--- src/rtl/rtc_pixel_generator_if.sv ---
// rtl/rtc_pixel_generator_if.sv - scan/colour link between the VGA controller and the time pixel source
//
// Purpose : bundles the scan coordinates, the frame marker and the returned
//           pixel colour exchanged between the VGA timing controller and
//           rtc_pixel_generator.
// Signals : video_on    - high while pixel_x/pixel_y lie in the visible area
//           pixel_x     - current column, 0-639
//           pixel_y     - current row, 0-479
//           frame_start - one-clk pulse, asserted only in vertical blanking
//           rgb         - 3-bit pixel colour, 2 clks behind the coordinates
// Modports: master - VGA controller side (drives the scan, receives rgb)
//           slave  - pixel generator side (receives the scan, drives rgb)

interface rtc_pixel_generator_if;
   logic       video_on;
   logic [9:0] pixel_x;
   logic [9:0] pixel_y;
   logic       frame_start;
   logic [2:0] rgb;

   modport master (
      output video_on,
      output pixel_x,
      output pixel_y,
      output frame_start,
      input  rgb
   );

   modport slave (
      input  video_on,
      input  pixel_x,
      input  pixel_y,
      input  frame_start,
      output rgb
   );
endinterface

--- src/rtl/rtc_pixel_generator.sv ---
// rtl/rtc_pixel_generator.sv - renders RTC time as scaled "HH:MM:SS" text into the VGA pixel stream
//
// Purpose : draws the time in an 8x16 bitmap font at scale 2 inside a
//           128x32 px box whose top-left corner is (X0, Y0). Each pixel is
//           returned through a fixed 2-clk pipeline. Time digits are shadowed
//           once per frame so a frame never shows a half-updated time, and
//           the two colons blink with a half-period of BLINK_FRAMES frames.
// Ports   : clk        - system clock (50 MHz)
//           rst        - synchronous, active-high reset
//           io_vga     - slave side of the scan link: video_on, pixel_x,
//                        pixel_y, frame_start in; rgb out
//           i_hora     - hours, packed BCD
//           i_min      - minutes, packed BCD
//           i_seg      - seconds, packed BCD

module rtc_pixel_generator #(
   parameter int unsigned X0           = 256,
   parameter int unsigned Y0           = 224,
   parameter logic [2:0]  COLOR_FG     = 3'b010,
   parameter logic [2:0]  COLOR_BG     = 3'b000,
   parameter int unsigned BLINK_FRAMES = 30
) (
   input  logic                   clk,
   input  logic                   rst,
   rtc_pixel_generator_if.slave   io_vga,
   input  logic [7:0]             i_hora,
   input  logic [7:0]             i_min,
   input  logic [7:0]             i_seg
);

   localparam logic [10:0] LP_X0         = 11'(X0);
   localparam logic [10:0] LP_Y0         = 11'(Y0);
   localparam logic [5:0]  LP_BLINK_LAST = 6'(BLINK_FRAMES - 1);
   localparam logic [3:0]  GLYPH_COLON   = 4'd10;
   localparam logic [3:0]  GLYPH_BLANK   = 4'd11;

   // Font: one 128-bit word per glyph, row 0 in the most significant byte,
   // bit 7 of each byte is the leftmost pixel.
   function automatic logic [127:0] f_glyph(input logic [3:0] code);
      logic [127:0] v;
      v = 128'h0;
      case (code)
         4'd0:    v = 128'h0000_3C66_666E_7E76_6666_6666_3C00_0000;
         4'd1:    v = 128'h0000_1838_7818_1818_1818_1818_7E00_0000;
         4'd2:    v = 128'h0000_3C66_0606_0C18_3060_6066_7E00_0000;
         4'd3:    v = 128'h0000_3C66_0606_1C06_0606_0666_3C00_0000;
         4'd4:    v = 128'h0000_0C1C_3C6C_CCCC_FE0C_0C0C_1E00_0000;
         4'd5:    v = 128'h0000_7E60_6060_7C06_0606_0666_3C00_0000;
         4'd6:    v = 128'h0000_1C30_6060_7C66_6666_6666_3C00_0000;
         4'd7:    v = 128'h0000_7E66_0606_0C18_1818_1818_1800_0000;
         4'd8:    v = 128'h0000_3C66_6666_3C66_6666_6666_3C00_0000;
         4'd9:    v = 128'h0000_3C66_6666_663E_0606_060C_3800_0000;
         4'd10:   v = 128'h0000_0000_1818_0000_0000_1818_0000_0000;
         default: v = 128'h0;
      endcase
      return v;
   endfunction

   // Out-of-range BCD nibbles render as blank rather than garbage.
   function automatic logic [3:0] f_digit(input logic [3:0] nib);
      return (nib > 4'd9) ? GLYPH_BLANK : nib;
   endfunction

   // Frame-shadowed time and blink state
   logic [7:0] r_sh_hora;
   logic [7:0] r_sh_min;
   logic [7:0] r_sh_seg;
   logic [5:0] r_blink_cnt;
   logic       r_colon_on;

   // Stage 1 pipeline
   logic       r_in_box_d1;
   logic       r_video_on_d1;
   logic [3:0] r_code_d1;
   logic [3:0] r_row_d1;
   logic [2:0] r_bit_d1;

   // Stage 2 output
   logic [2:0] r_rgb;

   logic [10:0]  w_dx;
   logic [10:0]  w_dy;
   logic         w_in_box;
   logic [3:0]   w_code;
   logic [127:0] w_glyph;
   logic [7:0]   w_font_row;
   logic         w_font_bit;
   logic         w_unused_lsb;

   // Modulo-2048 subtraction: left of / above the box wraps to a large value,
   // so a single unsigned compare per axis gives the box test.
   assign w_dx     = {1'b0, io_vga.pixel_x} - LP_X0;
   assign w_dy     = {1'b0, io_vga.pixel_y} - LP_Y0;
   assign w_in_box = (w_dx < 11'd128) && (w_dy < 11'd32);

   // Scale 2 drops the lsb of each offset.
   assign w_unused_lsb = ^{w_dx[0], w_dy[0]};

   always_comb begin
      w_code = GLYPH_BLANK;
      case (w_dx[6:4])
         3'd0:    w_code = f_digit(r_sh_hora[7:4]);
         3'd1:    w_code = f_digit(r_sh_hora[3:0]);
         3'd2:    w_code = r_colon_on ? GLYPH_COLON : GLYPH_BLANK;
         3'd3:    w_code = f_digit(r_sh_min[7:4]);
         3'd4:    w_code = f_digit(r_sh_min[3:0]);
         3'd5:    w_code = r_colon_on ? GLYPH_COLON : GLYPH_BLANK;
         3'd6:    w_code = f_digit(r_sh_seg[7:4]);
         3'd7:    w_code = f_digit(r_sh_seg[3:0]);
         default: w_code = GLYPH_BLANK;
      endcase
   end

   // Font lookup on the stage-1 registers; ~row / ~bit are 15-row / 7-bit.
   assign w_glyph    = f_glyph(r_code_d1);
   assign w_font_row = w_glyph[{~r_row_d1, 3'b000} +: 8];
   assign w_font_bit = w_font_row[~r_bit_d1];

   // Shadow load and colon blink. Both act on the same frame_start edge, so
   // a wrapping pulse loads new time and toggles the colons together.
   always_ff @(posedge clk) begin
      if (rst) begin
         r_sh_hora   <= 8'h00;
         r_sh_min    <= 8'h00;
         r_sh_seg    <= 8'h00;
         r_blink_cnt <= 6'd0;
         r_colon_on  <= 1'b1;
      end else if (io_vga.frame_start) begin
         r_sh_hora <= i_hora;
         r_sh_min  <= i_min;
         r_sh_seg  <= i_seg;
         if (r_blink_cnt == LP_BLINK_LAST) begin
            r_blink_cnt <= 6'd0;
            r_colon_on  <= ~r_colon_on;
         end else begin
            r_blink_cnt <= r_blink_cnt + 6'd1;
         end
      end
   end

   always_ff @(posedge clk) begin
      if (rst) begin
         r_in_box_d1   <= 1'b0;
         r_video_on_d1 <= 1'b0;
         r_code_d1     <= 4'd0;
         r_row_d1      <= 4'd0;
         r_bit_d1      <= 3'd0;
      end else begin
         r_in_box_d1   <= w_in_box;
         r_video_on_d1 <= io_vga.video_on;
         r_code_d1     <= w_code;
         r_row_d1      <= w_dy[4:1];
         r_bit_d1      <= w_dx[3:1];
      end
   end

   always_ff @(posedge clk) begin
      if (rst) begin
         r_rgb <= 3'b000;
      end else if (!r_video_on_d1) begin
         r_rgb <= 3'b000;
      end else if (r_in_box_d1 && w_font_bit) begin
         r_rgb <= COLOR_FG;
      end else begin
         r_rgb <= COLOR_BG;
      end
   end

   assign io_vga.rgb = r_rgb;

endmodule

--- src/flat_wrapper.sv ---
// flat-port wrapper written by rule: the top's interface ports become plain ports
module rtc_pixel_generator_flat 
#(
   parameter int unsigned X0           = 256,
   parameter int unsigned Y0           = 224,
   parameter logic [2:0]  COLOR_FG     = 3'b010,
   parameter logic [2:0]  COLOR_BG     = 3'b000,
   parameter int unsigned BLINK_FRAMES = 30
)
  (clk, rst, i_hora, i_min, i_seg, io_vga_video_on, io_vga_pixel_x, io_vga_pixel_y, io_vga_frame_start, io_vga_rgb);
  rtc_pixel_generator_if io_vga_i ();
  input  logic clk;
  input  logic rst;
  input  logic [7:0] i_hora;
  input  logic [7:0] i_min;
  input  logic [7:0] i_seg;
  input wire logic [$bits(io_vga_i.video_on)-1:0] io_vga_video_on;
  input wire logic [$bits(io_vga_i.pixel_x)-1:0] io_vga_pixel_x;
  input wire logic [$bits(io_vga_i.pixel_y)-1:0] io_vga_pixel_y;
  input wire logic [$bits(io_vga_i.frame_start)-1:0] io_vga_frame_start;
  output wire logic [$bits(io_vga_i.rgb)-1:0] io_vga_rgb;
  assign io_vga_i.video_on = io_vga_video_on;
  assign io_vga_i.pixel_x = io_vga_pixel_x;
  assign io_vga_i.pixel_y = io_vga_pixel_y;
  assign io_vga_i.frame_start = io_vga_frame_start;
  assign io_vga_rgb = io_vga_i.rgb;
  rtc_pixel_generator #(.X0(X0), .Y0(Y0), .COLOR_FG(COLOR_FG), .COLOR_BG(COLOR_BG), .BLINK_FRAMES(BLINK_FRAMES)) u_core (.clk(clk), .rst(rst), .io_vga(io_vga_i), .i_hora(i_hora), .i_min(i_min), .i_seg(i_seg));
endmodule
--- config.mk ---
export PLATFORM = sky130hd
export DESIGN_NAME = rtc_pixel_generator_flat
export DESIGN_NICKNAME = d
export VERILOG_FILES = /design/src/rtl/rtc_pixel_generator_if.sv /design/src/rtl/rtc_pixel_generator.sv /design/src/flat_wrapper.sv
export SDC_FILE = /design/constraint.sdc
export NUM_CORES = 1
export LEC_CHECK = 0
export ABC_AREA = 1
export CAP_MARGIN = 10
export CORE_ASPECT_RATIO = 2
export CORE_MARGIN = 8
export CORE_UTILIZATION = 50
export CTS_BUF_LIST = sky130_fd_sc_hd__clkbuf_4 sky130_fd_sc_hd__clkbuf_8 sky130_fd_sc_hd__clkbuf_16
export CTS_CLUSTER_SIZE = 12
export DETAILED_ROUTE_END_ITERATION = 10
export GPL_TIMING_DRIVEN = 0
export PLACE_DENSITY = 0.76
export SLEW_MARGIN = 20
export SYNTH_ARGS = -nofsm -noshare
export SYNTH_HDL_FRONTEND = slang
export SYNTH_SLANG_ARGS = --single-unit
export TNS_END_PERCENT = 1
--- constraint.sdc ---
create_clock -name clk -period 3.9 [get_ports clk]
set_clock_uncertainty 0.2 [all_clocks]
set_input_delay 0.975 -clock clk [delete_from_list [all_inputs] [get_ports clk]]
set_output_delay 0.975 -clock clk [all_outputs]
set_load 0.02 [all_outputs]
-- Word-level counts from Yosys, hierarchy flattened
Memory sizes are Yosys's and may differ from the RTL's. A register that Yosys moved wholly into a read port is not among the register bits.
Cells that the tools add are included.
W data, S select, Z words.
- register bits: 43
- bits in latches: 0
- bits in writable memories: 0
- memory bits (read-only): 1104
- bits of input ports: 48
- output and inout bits: 3
- logic and storage cells: 55
- memories: 1
- memory list (name ; depth ; width ; rd ports ; clocked after Yosys merged registers in ; write ports ; RTL line ; RTL):
    (no name shown) ; 16 ; 69 ; 1 ; 1 ; 0 ; rtc_pixel_generator.sv:42 ; case (code)
- $add $sub $neg: 3
- $mul: 0
- divide/modulo/power cells: 0
- order comparisons: 9
- equality and inequality tests: 8
- shift-type cells: 1
- multiplexer cells: 13
- bitwise operators: 4
- reductions and logical operators: 6
- operators with widths (cell ; count):
    $shiftx A128 B8 Y8 ; 1
    $mux W4 ; 7
    $pmux W4 S7 ; 1
    $gt A4 B4 Y1 const B ; 6
    $eq A3 B3 Y1 const B ; 4
    $lt A11 B6 Y1 const B ; 1
    $lt A11 B8 Y1 const B ; 1
    $sub A10 B8 Y11 const B ; 1
    $sub A10 B9 Y11 const B ; 1
    $add A6 B1 Y6 const B ; 1
    $eq A3 B2 Y1 const B ; 2
    $eq A6 B5 Y1 const B ; 1
    $mux W6 ; 1
    $lt A3 B4 Y1 const B ; 1
    $not A4 Y4 ; 1
    $reduce_or A2 Y1 ; 2
    $bmux W1 S3 ; 1
    $eq A3 B1 Y1 const B ; 1
    $logic_not A3 Y1 ; 1
    $not A3 Y3 ; 1
    $logic_and A1 B1 Y1 ; 2
    $mux W1 ; 2
    $mux W2 ; 1
    $not A1 Y1 ; 2
    $reduce_and A2 Y1 ; 1

-- Logic depth before layout (Yosys ltp)
- word-level depth: 6
- depth in mapped cells: 14
- gate-level depth less buffers: 14

-- Worst setup path before layout
No wires, ideal clock.
- kind: input-to-reg
- start point: in io_vga_pixel_x[6]
- end point: reg u_core.w_glyph[98] (netlist name)
- setup time: 120 ps
- arrival time: 2551 ps
- required time: 3580 ps
- slack: 1029 ps
- stages on the path: 13
- buffers on the path: 1
- cells stage by stage: buf_6 inv_2 o21ai_0 nand2_1 nor2_1 nor3_1 nand2_1 nand2_1 inv_1 ha_1 inv_1 nand2_1 a21boi_1
- cells in the longest elaborated chain, start to end: 5
- elaborated cells between the ends (all ways): 12
- those cells by class: add/sub (1); eq/ne (7); mux (2); reduce/logical (2)
- ends and longest elaborated chain (what ; RTL line ; RTL):
    from (decl) ; flat_wrapper.sv:18 ; input wire logic [$bits(io_vga_i.pixel_x)-1:0] io_vga_pixel_x;
    $sub A10 B9 Y11 * ; rtc_pixel_generator.sv:92 ; assign w_dx = {1'b0, io_vga.pixel_x} - LP_X0;
    $eq A3 B2 Y1 or $eq A3 B3 Y1 (tied branches) ; rtc_pixel_generator.sv:101 ; case (w_dx[6:4])
    $reduce_or A2 Y1 (no source line) ; n/a ;
    $pmux W4 S7 * ; rtc_pixel_generator.sv:101 ;
    $mux W4 (no source line) * ; n/a ;
Mark *: on every way between the ends. The rest lies on a longest branch, timed or not.
A chain may end at the register's enable or synchronous reset.

-- Worst setup path in the final report
- start point: in io_vga_pixel_x[5]
- end point: reg u_core.w_glyph[98] (netlist name)
- cells in the longest elaborated chain, start to end: 5
- elaborated cells between the ends (all ways): 12
- those cells by class: add/sub (1); eq/ne (7); mux (2); reduce/logical (2)
- ends and longest elaborated chain (what ; RTL line):
    $sub A10 B9 Y11 * ; rtc_pixel_generator.sv:92
    $eq A3 B2 Y1 or $eq A3 B3 Y1 (tied branches) ; rtc_pixel_generator.sv:101
    $reduce_or A2 Y1 (no source line) ; n/a
    $pmux W4 S7 * ; rtc_pixel_generator.sv:101
    $mux W4 (no source line) * ; n/a
Marks and branches as above.

==> run summary <==
The final standard cell utilization of the core came out at 0.634. The layout overhead on the synthesized area is 22.9%. The startpoint identified for the worst hold timing path is u_core.r_sh_seg[0].

Setup repair after global routing left no endpoint under its margin. The leakage power summed over all cells came out at 2.32 nW. Of the post-synthesis cell area, the dominant cell type holds 0.419.

The number of port buffers is between 40 and 50. The min-delay analysis places its worst path in the category flip-flop to flip-flop. The final wirelength came out at between 10 and 15 mm. The sum of net half-perimeters after detailed placement is 8.22 mm. The most critical setup path has its startpoint at io_vga_pixel_x[5]. STA puts the critical path data arrival time at approximately 3500 ps. The average wire per cell in the routed design is about 14 um. The tool flagged a number of max-cap violations equal to 0. The cell type with the largest total area after synthesis is sky130_fd_sc_hd__dfxtp_1. The final weighted congestion in routability-driven placement came out at approximately 0.94. Post-CTS timing repair inserted 0 buffers for setup. The synthesized cell area is 3920 um2. The number of cells produced by synthesis is roughly 560. In this run, CTS created clock tree buffers numbering 9. The number of gates resized after cts is 0. The critical path data required time came out at just under 4000 ps.

The total global routing overflow came out at 0. At the end of the flow, the number of nets in the layout was about 680. In this run the power density over the cells is between 400 and 500 nW/um2. For this run, the number of Yosys warnings is 0.

The run finished with clean final reports. The placement-stage worst setup slack is ~120 ps. The top cell types in the final layout, fill and taps aside, are 148 x sky130_fd_sc_hd__nand2_1, 82 x sky130_fd_sc_hd__dfxtp_1, 77 x sky130_fd_sc_hd__nor2_1.

The largest voltage drop on the vdd net came out at around 0.00031 V. The worst setup path is captured at a flip-flop. Pin placement for this block handled 51 I/O pins. The hold buffer count at cts came out at 0. The die area is 11100 um2.

The aggregate negative setup slack is 0 ps. The smallest setup slack after layout is 450 ps. After synthesis, the cell types taking the most area are sky130_fd_sc_hd__dfxtp_1 42%, sky130_fd_sc_hd__nand2_1 14%, sky130_fd_sc_hd__nor2_1 7.4%, sky130_fd_sc_hd__inv_1 6.0%, sky130_fd_sc_hd__o21ai_0 5.1%. The via count of the first global-routing pass came out at about 3800. The number of pins exceeding their max-slew limit in the final report came out at 0. The number of distinct library cell variants in the gate-level netlist after synthesis came out at ~40. The post-detailed-route DRC marker count is 0. Of the cells placed in the final design, the portion with a size suffix greater than 1 is 0.0847. For this run, the total global-route usage over all layers was measured as 0.194.

The number of standard-cell rows in the floorplan is between 40 and 50. Detailed routing inserted a total of roughly 3700 vias. The library cell used most frequently in the layout, excluding fill and tap cells, is sky130_fd_sc_hd__nand2_1.

The most used flip-flop cell after synthesis is sky130_fd_sc_hd__dfxtp_1. Based on the critical path, the design can be clocked at up to a little under 0.3 GHz. The repair_antennas step left the layout with diodes totalling 0. The maximum fanout along the worst path is 9. The largest net degree at the start of global routing is 16.

The clock tree from TritonCTS is done. The count of non-filler cells in the finished layout is slightly above 700. After the first detailed-routing iteration, the DRC count stood at about 190. In this run the mean area of a mapped cell was a little under 7 um2.

On the final layout, the worst hold slack is about 260 ps. The initial utilization of the core area, before any placement, comes to 0.516. The share of the clock period used by the worst path after layout is 0.885. The launching element type of the critical path is a primary input.

The detail route stage leaves a number of antenna-violating nets equal to 0. The count of flip-flops with a built-in enable after synthesis is 0. In this run the standard cell core region covers ~7600 um2.

The critical path class is primary input to flip-flop. The first global-routing pass estimated approximately 17 mm of wire. The total instance count after detailed placement came out at 704.

In this run the tightest slew margin relative to its limit is 0.664. The fraction of the yosys area taken by sequential cells came out at 0.419. The transition time of the tightest slew-check pin is ~500 ps. The number of flip-flops and latches in the synthesized netlist is 82.

The maximum number of buffers from clock root to sink came out at 2. The tree is rooted in a sky130_fd_sc_hd__clkbuf_16. The H-tree depth came out at 3. The die width came out at 78.6 um.

The final count of hold timing violations came out at 0. The post-route minimum period came out at roughly 3500 ps. The number of optimization iterations in the first detailed-route pass is 6. The number of setup violations in the final report came out at 0.

The initial antenna violation count came out at 0. The clock network latency to the later pin of the worst-skew pair is 340 ps. Counting flops with an async set or reset pin after synthesis yields a share of 0. The clock edge transition at the registers on the reported setup and hold paths came out at about 60 ps. The total of fill cells in the finished design came out at 686. The number of vias per cell is around 5.1. The die height is approximately 140 um. The startpoint of the worst-slack reg-to-reg timing path is u_core.r_sh_min[5]. The number of clock sinks came out at 82.
-- stage by stage --
step,total power [mW],area [um2]
finish,2.21,4820
floorplan,1.20,3920
global placement,1.31,4490
detailed placement,1.32,4490
CTS,2.22,4820
global route,2.31,4820
-- layout make-up --
cell class,instances,area (um2),share of cell area
Clock buffer,9,225,0.0468
Clock inverter,7,100,0.0208
Sequential cell,82,1640,0.341
Inverter,70,264,0.0548
Multi-Input combinational cell,396,1930,0.400
Buffer,17,91.3,0.0190
Tap cell,94,118,0.0244
Timing Repair Buffer,45,450,0.0935
-- worst paths after layout --
check / slack, ps / cells past startpoint / end
max: 450 / 13 / u_core.w_glyph[98]
min: 260 / 2 / u_core.r_sh_seg[0]
max reg2reg: 1310 / 12 / u_core.w_glyph[98]
min reg2reg: 260 / 2 / u_core.r_sh_seg[0]
-- logic make-up after synthesis --
family / share of synthesized area
simple gates: 0.337
buf+inv: 0.0907
xor+xnor: 0.00447
flops: 0.419
compound gates: 0.117
other cells: 0.000957
fa+ha+maj: 0.0319
-- worst max-delay path: stages --
cell,delay (ps)
sky130_fd_sc_hd__clkdlybuf4s50_1,600
sky130_fd_sc_hd__inv_1,100
sky130_fd_sc_hd__nand3_2,110
sky130_fd_sc_hd__a21o_1,90
sky130_fd_sc_hd__nand2_1,70
sky130_fd_sc_hd__nor2_1,140
sky130_fd_sc_hd__nand2_1,100
sky130_fd_sc_hd__nand2_1,290
sky130_fd_sc_hd__inv_1,170
sky130_fd_sc_hd__ha_1,350
sky130_fd_sc_hd__inv_1,130
sky130_fd_sc_hd__nand2_1,160
sky130_fd_sc_hd__a21boi_1,180
-- Yosys cell counts, types with 5 or more instances --
| master | n |
|---|---|
| sky130_fd_sc_hd__a21oi_1 | 25 |
| sky130_fd_sc_hd__clkbuf_1 | 9 |
| sky130_fd_sc_hd__dfxtp_1 | 82 |
| sky130_fd_sc_hd__ha_1 | 10 |
| sky130_fd_sc_hd__inv_1 | 63 |
| sky130_fd_sc_hd__inv_2 | 5 |
| sky130_fd_sc_hd__nand2_1 | 148 |
| sky130_fd_sc_hd__nand2_2 | 8 |
| sky130_fd_sc_hd__nand3_1 | 39 |
| sky130_fd_sc_hd__nor2_1 | 77 |
| sky130_fd_sc_hd__nor3_1 | 5 |
| sky130_fd_sc_hd__o211ai_1 | 6 |
| sky130_fd_sc_hd__o21ai_0 | 40 |
-- where the power goes --
part	total, mW	switching, mW	leakage [nW]	internal (mW)
clock	0.906	0.340	0.154	0.565
combinational	0.340	0.205	1.49	0.135
sequential	0.968	0.0428	0.681	0.926
-- registers in the layout, summed over array words and instances, names as in the netlist --
| signal | flops |
|---|---|
| u_core.r_blink_cnt | 6 |
| u_core.r_video_on_d1 | 1 |
| u_core.r_sh_min | 8 |
| u_core.r_bit_d1 | 3 |
| u_core.r_sh_seg | 8 |
| u_core.w_glyph | 41 |
| u_core.r_colon_on | 1 |
| u_core.r_in_box_d1 | 1 |
| u_core.r_sh_hora | 8 |
| u_core.r_row_d1 | 4 |
| u_core.io_vga.rgb | 1 |
-- metal layers --
metal,vias up,part of all wire,track usage
met4,0,0.057,0.134
met3,40,0.030,0.0408
met1,1656,0.33,0.154
met2,85,0.59,0.390
li1,1890,-,-
met5,-,0,0
Note: power is estimated with default switching activity, not from simulation.
